<file path="src/rtl/bt_cmd_parser.sv">
// ASCII command parser for the pan/tilt tracker: decodes A/M/P/T frames
// from a UART byte stream into mode and angle setpoints.
module bt_cmd_parser #(
  parameter int unsigned TIMEOUT_CYCLES = 5000000,
  parameter int unsigned MAX_ANGLE      = 180,
  parameter int unsigned DEFAULT_ANGLE  = 90
) (
  input  logic       clk,
  input  logic       rst_n,
  input  logic       rx_valid,
  input  logic [7:0] rx_byte,
  output logic       mode_auto,
  output logic [7:0] pan_angle,
  output logic [7:0] tilt_angle,
  output logic       cmd_strobe,
  output logic [1:0] cmd_code,
  output logic       cmd_error
);

  localparam int unsigned TW = $clog2(TIMEOUT_CYCLES + 1);
  localparam logic [TW-1:0] TMO_LAST = TW'(TIMEOUT_CYCLES - 1);

  localparam logic [1:0] CODE_A = 2'd0;
  localparam logic [1:0] CODE_M = 2'd1;
  localparam logic [1:0] CODE_P = 2'd2;

  typedef enum logic [1:0] {
    S_IDLE    = 2'd0,
    S_WAIT_LF = 2'd1,
    S_DIGITS  = 2'd2,
    S_DISCARD = 2'd3
  } state_t;

  state_t        state_q, state_d;
  logic          mode_auto_q, mode_auto_d;
  logic [7:0]    pan_q, pan_d;
  logic [7:0]    tilt_q, tilt_d;
  logic [1:0]    code_q, code_d;
  logic          strobe_q, strobe_d;
  logic          err_q, err_d;
  logic [1:0]    pend_q, pend_d;
  logic [9:0]    acc_q, acc_d;
  logic [1:0]    cnt_q, cnt_d;
  logic [TW-1:0] tmo_q, tmo_d;

  logic is_cr, byte_v, is_lf, is_digit;
  logic [3:0] digit;

  assign is_cr    = rx_valid && (rx_byte == 8'h0D);
  assign byte_v   = rx_valid && !is_cr;
  assign is_lf    = (rx_byte == 8'h0A);
  assign is_digit = (rx_byte >= 8'h30) && (rx_byte <= 8'h39);
  assign digit    = rx_byte[3:0];

  // Next-state, frame decode, apply and timeout logic
  always_comb begin
    state_d     = state_q;
    mode_auto_d = mode_auto_q;
    pan_d       = pan_q;
    tilt_d      = tilt_q;
    code_d      = code_q;
    strobe_d    = 1'b0;
    err_d       = 1'b0;
    pend_d      = pend_q;
    acc_d       = acc_q;
    cnt_d       = cnt_q;
    tmo_d       = tmo_q;

    if (byte_v) begin
      tmo_d = '0;
      unique case (state_q)
        S_IDLE: begin
          if (rx_byte == "A" || rx_byte == "M") begin
            pend_d  = (rx_byte == "A") ? CODE_A : CODE_M;
            state_d = S_WAIT_LF;
          end else if (rx_byte == "P" || rx_byte == "T") begin
            pend_d  = (rx_byte == "P") ? CODE_P : 2'd3;
            acc_d   = '0;
            cnt_d   = '0;
            state_d = S_DIGITS;
          end else if (!is_lf) begin
            err_d   = 1'b1;
            state_d = S_DISCARD;
          end
        end
        S_WAIT_LF: begin
          if (is_lf) begin
            code_d      = pend_q;
            strobe_d    = 1'b1;
            mode_auto_d = (pend_q == CODE_A);
            state_d     = S_IDLE;
          end else begin
            err_d   = 1'b1;
            state_d = S_DISCARD;
          end
        end
        S_DIGITS: begin
          if (is_digit && cnt_q != 2'd3) begin
            acc_d = acc_q * 10'd10 + {6'b0, digit};
            cnt_d = cnt_q + 2'd1;
          end else if (is_lf) begin
            state_d = S_IDLE;
            if (cnt_q == 2'd0 || acc_q > 10'(MAX_ANGLE) || mode_auto_q) begin
              err_d = 1'b1;
            end else begin
              code_d   = pend_q;
              strobe_d = 1'b1;
              if (pend_q == CODE_P) pan_d = acc_q[7:0];
              else                  tilt_d = acc_q[7:0];
            end
          end else begin
            err_d   = 1'b1;
            state_d = S_DISCARD;
          end
        end
        S_DISCARD: begin
          if (is_lf) state_d = S_IDLE;
        end
        default: state_d = S_IDLE;
      endcase
    end else if (state_q != S_IDLE) begin
      // CR bytes fall through here too, so they never restart the timeout
      if (tmo_q >= TMO_LAST) begin
        tmo_d   = '0;
        state_d = S_IDLE;
        err_d   = (state_q != S_DISCARD);
      end else begin
        tmo_d = tmo_q + 1'b1;
      end
    end
  end

  // State and output registers
  always_ff @(posedge clk or negedge rst_n) begin
    if (!rst_n) begin
      state_q     <= S_IDLE;
      mode_auto_q <= 1'b1;
      pan_q       <= 8'(DEFAULT_ANGLE);
      tilt_q      <= 8'(DEFAULT_ANGLE);
      code_q      <= '0;
      strobe_q    <= 1'b0;
      err_q       <= 1'b0;
      pend_q      <= '0;
      acc_q       <= '0;
      cnt_q       <= '0;
      tmo_q       <= '0;
    end else begin
      state_q     <= state_d;
      mode_auto_q <= mode_auto_d;
      pan_q       <= pan_d;
      tilt_q      <= tilt_d;
      code_q      <= code_d;
      strobe_q    <= strobe_d;
      err_q       <= err_d;
      pend_q      <= pend_d;
      acc_q       <= acc_d;
      cnt_q       <= cnt_d;
      tmo_q       <= tmo_d;
    end
  end

  assign mode_auto  = mode_auto_q;
  assign pan_angle  = pan_q;
  assign tilt_angle = tilt_q;
  assign cmd_code   = code_q;
  assign cmd_strobe = strobe_q;
  assign cmd_error  = err_q;

endmodule

</file>
<file path="config.mk">
export PLATFORM = sky130hd
export DESIGN_NAME = bt_cmd_parser
export DESIGN_NICKNAME = d
export VERILOG_FILES = /design/src/rtl/bt_cmd_parser.sv
export SDC_FILE = /design/constraint.sdc
export NUM_CORES = 1
export LEC_CHECK = 0
export ABC_AREA = 1
export BUFFER_PORTS_ARGS = -buffer_cell sky130_fd_sc_hd__buf_2
export CAP_MARGIN = 0
export CORE_AREA = 2 2 104 106
export CTS_BUF_LIST = sky130_fd_sc_hd__clkbuf_4 sky130_fd_sc_hd__clkbuf_8
export DETAILED_ROUTE_END_ITERATION = 10
export DIE_AREA = 0 0 106 108
export PLACE_DENSITY_LB_ADDON = 0.08
export SLEW_MARGIN = 20
export SYNTH_ARGS = -nofsm -noshare
export SYNTH_HDL_FRONTEND = slang
export SYNTH_SLANG_ARGS = --single-unit
</file>
<file path="constraint.sdc">
create_clock -name clk -period 2.35 [get_ports clk]
set_input_delay 0.47 -clock clk [delete_from_list [all_inputs] [get_ports clk]]
set_output_delay 0.47 -clock clk [all_outputs]
set_load 0.1 [all_outputs]
</file>
==> Word level (Yosys, flattened, before mapping) <==
Cells that the tools add are included.
{ "classes": {"addsub": 3, "multipliers": 1, "div_mod_pow": 0, "n_lt_le_gt_ge": 4, "eq_ne": 22, "shifts": 0, "muxes": 46, "n_bitwise": 3, "reduce_logical": 25} }
{ "op_table": {"columns": ["operator", "n"], "rows": [
  ["two-way mux 23 bit", 3],
  ["two-way mux 2 bit", 18],
  ["equality test 8 x 7 -> 1 bit, second input constant", 4],
  ["two-way mux 10 bit", 3],
  ["adder 23 x 1 -> 23 bit, second input constant", 1],
  [">= comparator 23 bit, second input constant", 1],
  ["case mux 10 bit (2 select lines)", 1],
  ["!= test 2 bit, second input constant", 9],
  ["AND reduction 6 bit", 3],
  ["equality test 8 x 4 -> 1 bit, second input constant", 2],
  ["two-way mux 1 bit", 16],
  ["nonzero test 2 bit", 6],
  ["adder 10 x 4 -> 10 bit", 1],
  ["> comparator 10 x 8 -> 1 bit, second input constant", 1],
  ["multiplier 10 x 3 -> 9 bit, second input constant", 1],
  ["AND reduction 5 bit", 2],
  [">= comparator 8 x 6 -> 1 bit, second input constant", 1],
  ["less-or-equal comparator 8 x 6 -> 1 bit, second input constant", 1],
  ["case mux 2 bit (2 select lines)", 2],
  ["case mux 2 bit (4 select lines)", 1],
  ["equality test 2 bit, second input constant", 3],
  ["zero test 2 bit", 3],
  ["!= test 3 bit, second input constant", 2],
  ["AND reduction 3 bit", 2],
  ["9 further kinds", 17]
]} }
{ "totals": {"register_bits": 60, "latchBits": 0, "mem_bits_rw": 0, "mem_bits_ro": 0, "output_inout_bits": 21, "wordCells": 115, "n_memories": 0} }

==> Longest topological paths before layout <==
{ "logic_depth": {"depth_word": 8, "ltp_mapped": 13} }

==> Worst setup path before layout <==
OpenSTA, ideal clock, no wires.
{ "synth_timing": {"path_type": "register to register", "start": "reg acc_q[1]", "end": "reg acc_q[7]", "setup_time_ps": 117, "arrival_time_ps": 2064, "required_time_ps": 2233, "setup_slack_ps": 169, "path_stages_with_launch": 9, "n_path_buf": 0, "synth_period_minus_slack_ps": 2181, "path_cell_list": "dfrtp_1 > ha_1 > ha_1 > fa_1 > xnor2_1 > nor2_1 > or2_2 > nand3_1 > nand2_1"} }
{ "synth_between": {"elab_chain_len": 4} }
{ "synth_rtl": {"columns": ["item", "line_no", "source"], "rows": [
  ["from (decl)", "42", "logic [9:0] acc_q, acc_d;"],
  ["from (signal assigned)", "144", "acc_q <= '0;"],
  ["from (signal assigned)", "156", "acc_q <= acc_d;"],
  ["multiplier 10 x 3 -> 9 bit", "99", "acc_d = acc_q * 10'd10 + {6'b0, digit};"],
  ["adder 10 x 4 -> 10 bit", "99", null],
  ["two-way mux 10 bit", "98", "if (is_digit && cnt_q != 2'd3) begin"],
  ["case mux 10 bit (2 select lines)", "71", "unique case (state_q)"]
]} }
No other way between the ends. The select of a mux whose other input is x is not followed.
A chain may end at the register's enable or synchronous reset.

==> Worst setup path in the final report <==
{ "layout_timing": {"start": "reg acc_q[3]", "end": "reg acc_q[7]"} }
Same word-level chain as after synthesis.

==> summary by stage <==
Outcome
The flow ran to the end, and the final reports show no timing, DRC or antenna violations.

Timing
Setup repair after global routing could not meet its margin everywhere. The slew of the pin with the lowest slew margin is 507 ps. Counting I/O delays and the setup requirement, the final critical path takes 2260 ps.

Dividing the final minimum period by the clock period gives 96.0%. The relative slew slack is 66.2%. Setup violations remaining at the end of the flow were counted as 0. The total count of max-transition violations in the final report is 0.

Across the routed clock network, the largest skew measured is 14.1 ps. The number of hold-slack violations in the final timing report is 0. The highest clock rate is 0.443 GHz.

Synth
dfrtp_1 takes more of the synthesized area than any other cell. The number of enable-type register cells in the synthesized netlist is 0. For this run, asynchronously set or reset flops after synthesis account for 100%. The post-synthesis average cell area is 7.37 sq um. The most used standard cell by instance count after synthesis is nand2_1. The Yosys warning count is 0. The number of distinct library cells after synthesis is 37.

The sequential area share after synthesis is 37.1%. The share of the synthesized area in the top cell type is 31.3%. The instance count of the mapped netlist is 553.

The post-synth net total is 587. In this run the cell area of the synthesized design comes to 0.00408 sq mm. In the synthesized netlist the dominant register cell turns out to be dfrtp_1.

Synthesis inferred 60 register bits. The commonest cells after synthesis are nand2_1, inv_1, nand3_1. By area the synthesized netlist is led by dfrtp_1, nand2_1, nand3_1.

Floorplan
The placement row count is 37. The horizontal die dimension is 106 um. The vertical die dimension is 108 um. The area of the core is 0.0102 sq mm.

The initial utilization of the core area, before any placement, comes to 39.8%. The number of top-level design ports is 32. The floorplan die area is 0.0114 sq mm.

Clock tree
After clock tree synthesis, the flow added hold-fix buffers numbering 0. Buffers added to address setup during post-CTS repair amount to 0. TritonCTS built the clock tree. The sink count of the clock tree is 60.

The H-tree level count is 3. The register clock-pin slew on the reported worst setup and hold paths is 80 ps. The clock root buffer master is clkbuf_8. Clock latency on the worst-skew pair, taken at its later pin, is 350 ps.

In this run the deepest clock path goes through 2 buffers. The number of clock buffers added by TritonCTS is 9. The post-CTS resize count is 0.

Global route
The via count of the first global-routing pass came to 3,373. Global routing used 18.6% of the available tracks across all layers. The largest net degree at the start of global routing is 25. The number of antenna violations at the first check in global routing is 0. The first global-routing pass estimated 16,700 um of wire.

The overall overflow remaining after global route is 0.

Place
The number of port buffers is 31. After legalization and detailed placement, the total HPWL measured 7430 um. The post-placement cell area is 0.00440 sq mm. Routability-driven placement finished with a final weighted congestion of 0.860.

Critical path
The capturing element type of the critical path is a flip-flop. The highest fanout seen on the critical path is 5. The worst setup path is launched from a flip-flop.

For the worst setup path, the data required time is 2600 ps. The kind of critical path is flip-flop to flip-flop. The signal arrival time at the worst endpoint is 2510 ps.

Detailed routing
The count of TritonRoute iterations in the first routing pass is 4. The total length of routed met3 wires is 340 um. After detailed routing, the number of remaining DRC violations is 0. The average via count per standard cell is 4.76. Wires add up to 9570 um.

In the final routed layout, each cell accounts on average for 13.0 um. The uppermost metal layer occupied by signal nets is met4. After the first detailed-routing iteration, the DRC count stood at 129. Detailed routing placed a total of 3930 um of wire on met2.

Summing over every cut layer, the via total after detailed routing is 3,502. After detailed routing, the wire length on met1 is 5190 um. The detail route stage leaves a number of antenna-violating nets equal to 0.

Final layout
The share of layout cells above drive strength 1 is 20.2%. After the last flow step, the layout net total stands at 629. Summing all non-filler instances in the final layout gives an area of 0.00463 sq mm.

The layout filler cell count is 1,101. Compared with the post-synthesis result, the final layout area differs by 13.7%. The number of antenna diodes in the final layout is 0.

Power and ir drop
The design draws 3.73 mW. Summed over all cells, the static leakage comes to 2.40 nW. Dividing total power by cell area gives a power density of 804 mW/mm^2.

IR analysis of the VDD net gives a maximum drop of 352 uV.

Min path
In this run the worst hold path is classified as primary input to async pin.

Run
The reported max-cap violation count is 0.
[per-stage QoR]
stage	cells	hold slack [ps]	setup slack (ps)	util [%]	TNS [ps]
2_1_floorplan	553	174	169	-	0
3_3_place_gp	720	451	130	43.0	0
3_5_place_dp	720	457	74.5	43.0	0
4_1_cts	736	91.7	81.6	45.2	0
5_1_grt	736	120	-77.2	45.3	-224
6_report	736	80.3	93.5	45.3	0
[worst paths after layout]
| kind | from | endpoint | slack [ps] | cells past startpoint |
|---|---|---|---|---|
| setup reg to reg | acc_q[3]$_DFFE_PN0P_ | acc_q[7]$_DFFE_PN0P_ | 90 | 8 |
| hold reg to reg | tilt_angle[6]$_DFFE_PN1P_ | tilt_angle[6]$_DFFE_PN1P_ | 460 | 2 |
| setup / recovery | acc_q[3]$_DFFE_PN0P_ | acc_q[7]$_DFFE_PN0P_ | 90 | 8 |
| min in group clk | rx_byte[0] | acc_q[0]$_DFFE_PN0P_ | 460 | 3 |
| max in group asynchronous | rst_n | pan_angle[1]$_DFFE_PN1P_ | 1520 | 2 |
| hold / removal | rst_n | tilt_angle[0]$_DFFE_PN0P_ | 80 | 1 |
[kinds of logic after synthesis]
family          count (synthesis)  synth area share, %
xor+xnor                       16                 3.44
compound gates                 34                 4.42
buf+inv                        80                 8.26
simple gates                  340                 39.3
flops                          60                 37.1
fa+ha+maj                      23                 7.43
[routing by layer]
metal,track usage (%),up-vias
li1,-,1836
met1,29.0,1593
met2,25.9,64
met3,3.50,9
met4,5.64,0
met5,0,-
[placed cells by master (no fill, tap or decap), types with 4 or more instances in the layout]
cell	n
ha_1	21
buf_2	31
nor2_4	4
nand4_1	11
buf_4	9
xor2_1	14
clkbuf_8	10
nand2_2	6
dfrtp_1	51
or2_2	4
inv_1	60
nor3_1	10
inv_2	9
o21ai_0	18
dfstp_2	9
nor2_1	45
nand2_4	5
nand3_1	58
a21oi_1	11
nor2_2	20
nand2_1	166
[critical path: stages, from the launching register on]
cell	delay (ps)
dfrtp_1	430
ha_1	300
ha_1	240
fa_1	400
xnor2_1	270
nor2_1	100
or2_2	300
nand3_1	80
nand2_1	50
[state kept, by name, summed over array words and instances, names as in the netlist]
register    flops
tmo_q          23
mode_auto       1
cmd_strobe      1
pan_angle       8
cmd_code        2
acc_q          10
cmd_error       1
pend_q          2
state_q         2
cnt_q           2
tilt_angle      8
[cell type report]
class	instances	area, sq um	area share [%]
multi-input cells	413	2230	48.2
well taps	136	170	3.67
clock buffers	12	153	3.29
clock inverters	4	72.6	1.57
repair buffers	40	223	4.81
inverters	71	269	5.80
flip-flops and latches	60	1510	32.6
[where the power goes]
part | total [mW] | internal, mW | switching, mW
clock network | 1.08 | 0.648 | 0.427
registers | 1.32 | 1.17 | 0.151
logic | 1.33 | 0.451 | 0.883
total | 3.73 | 2.26 | 1.46
(Power assumes the default switching activity.)
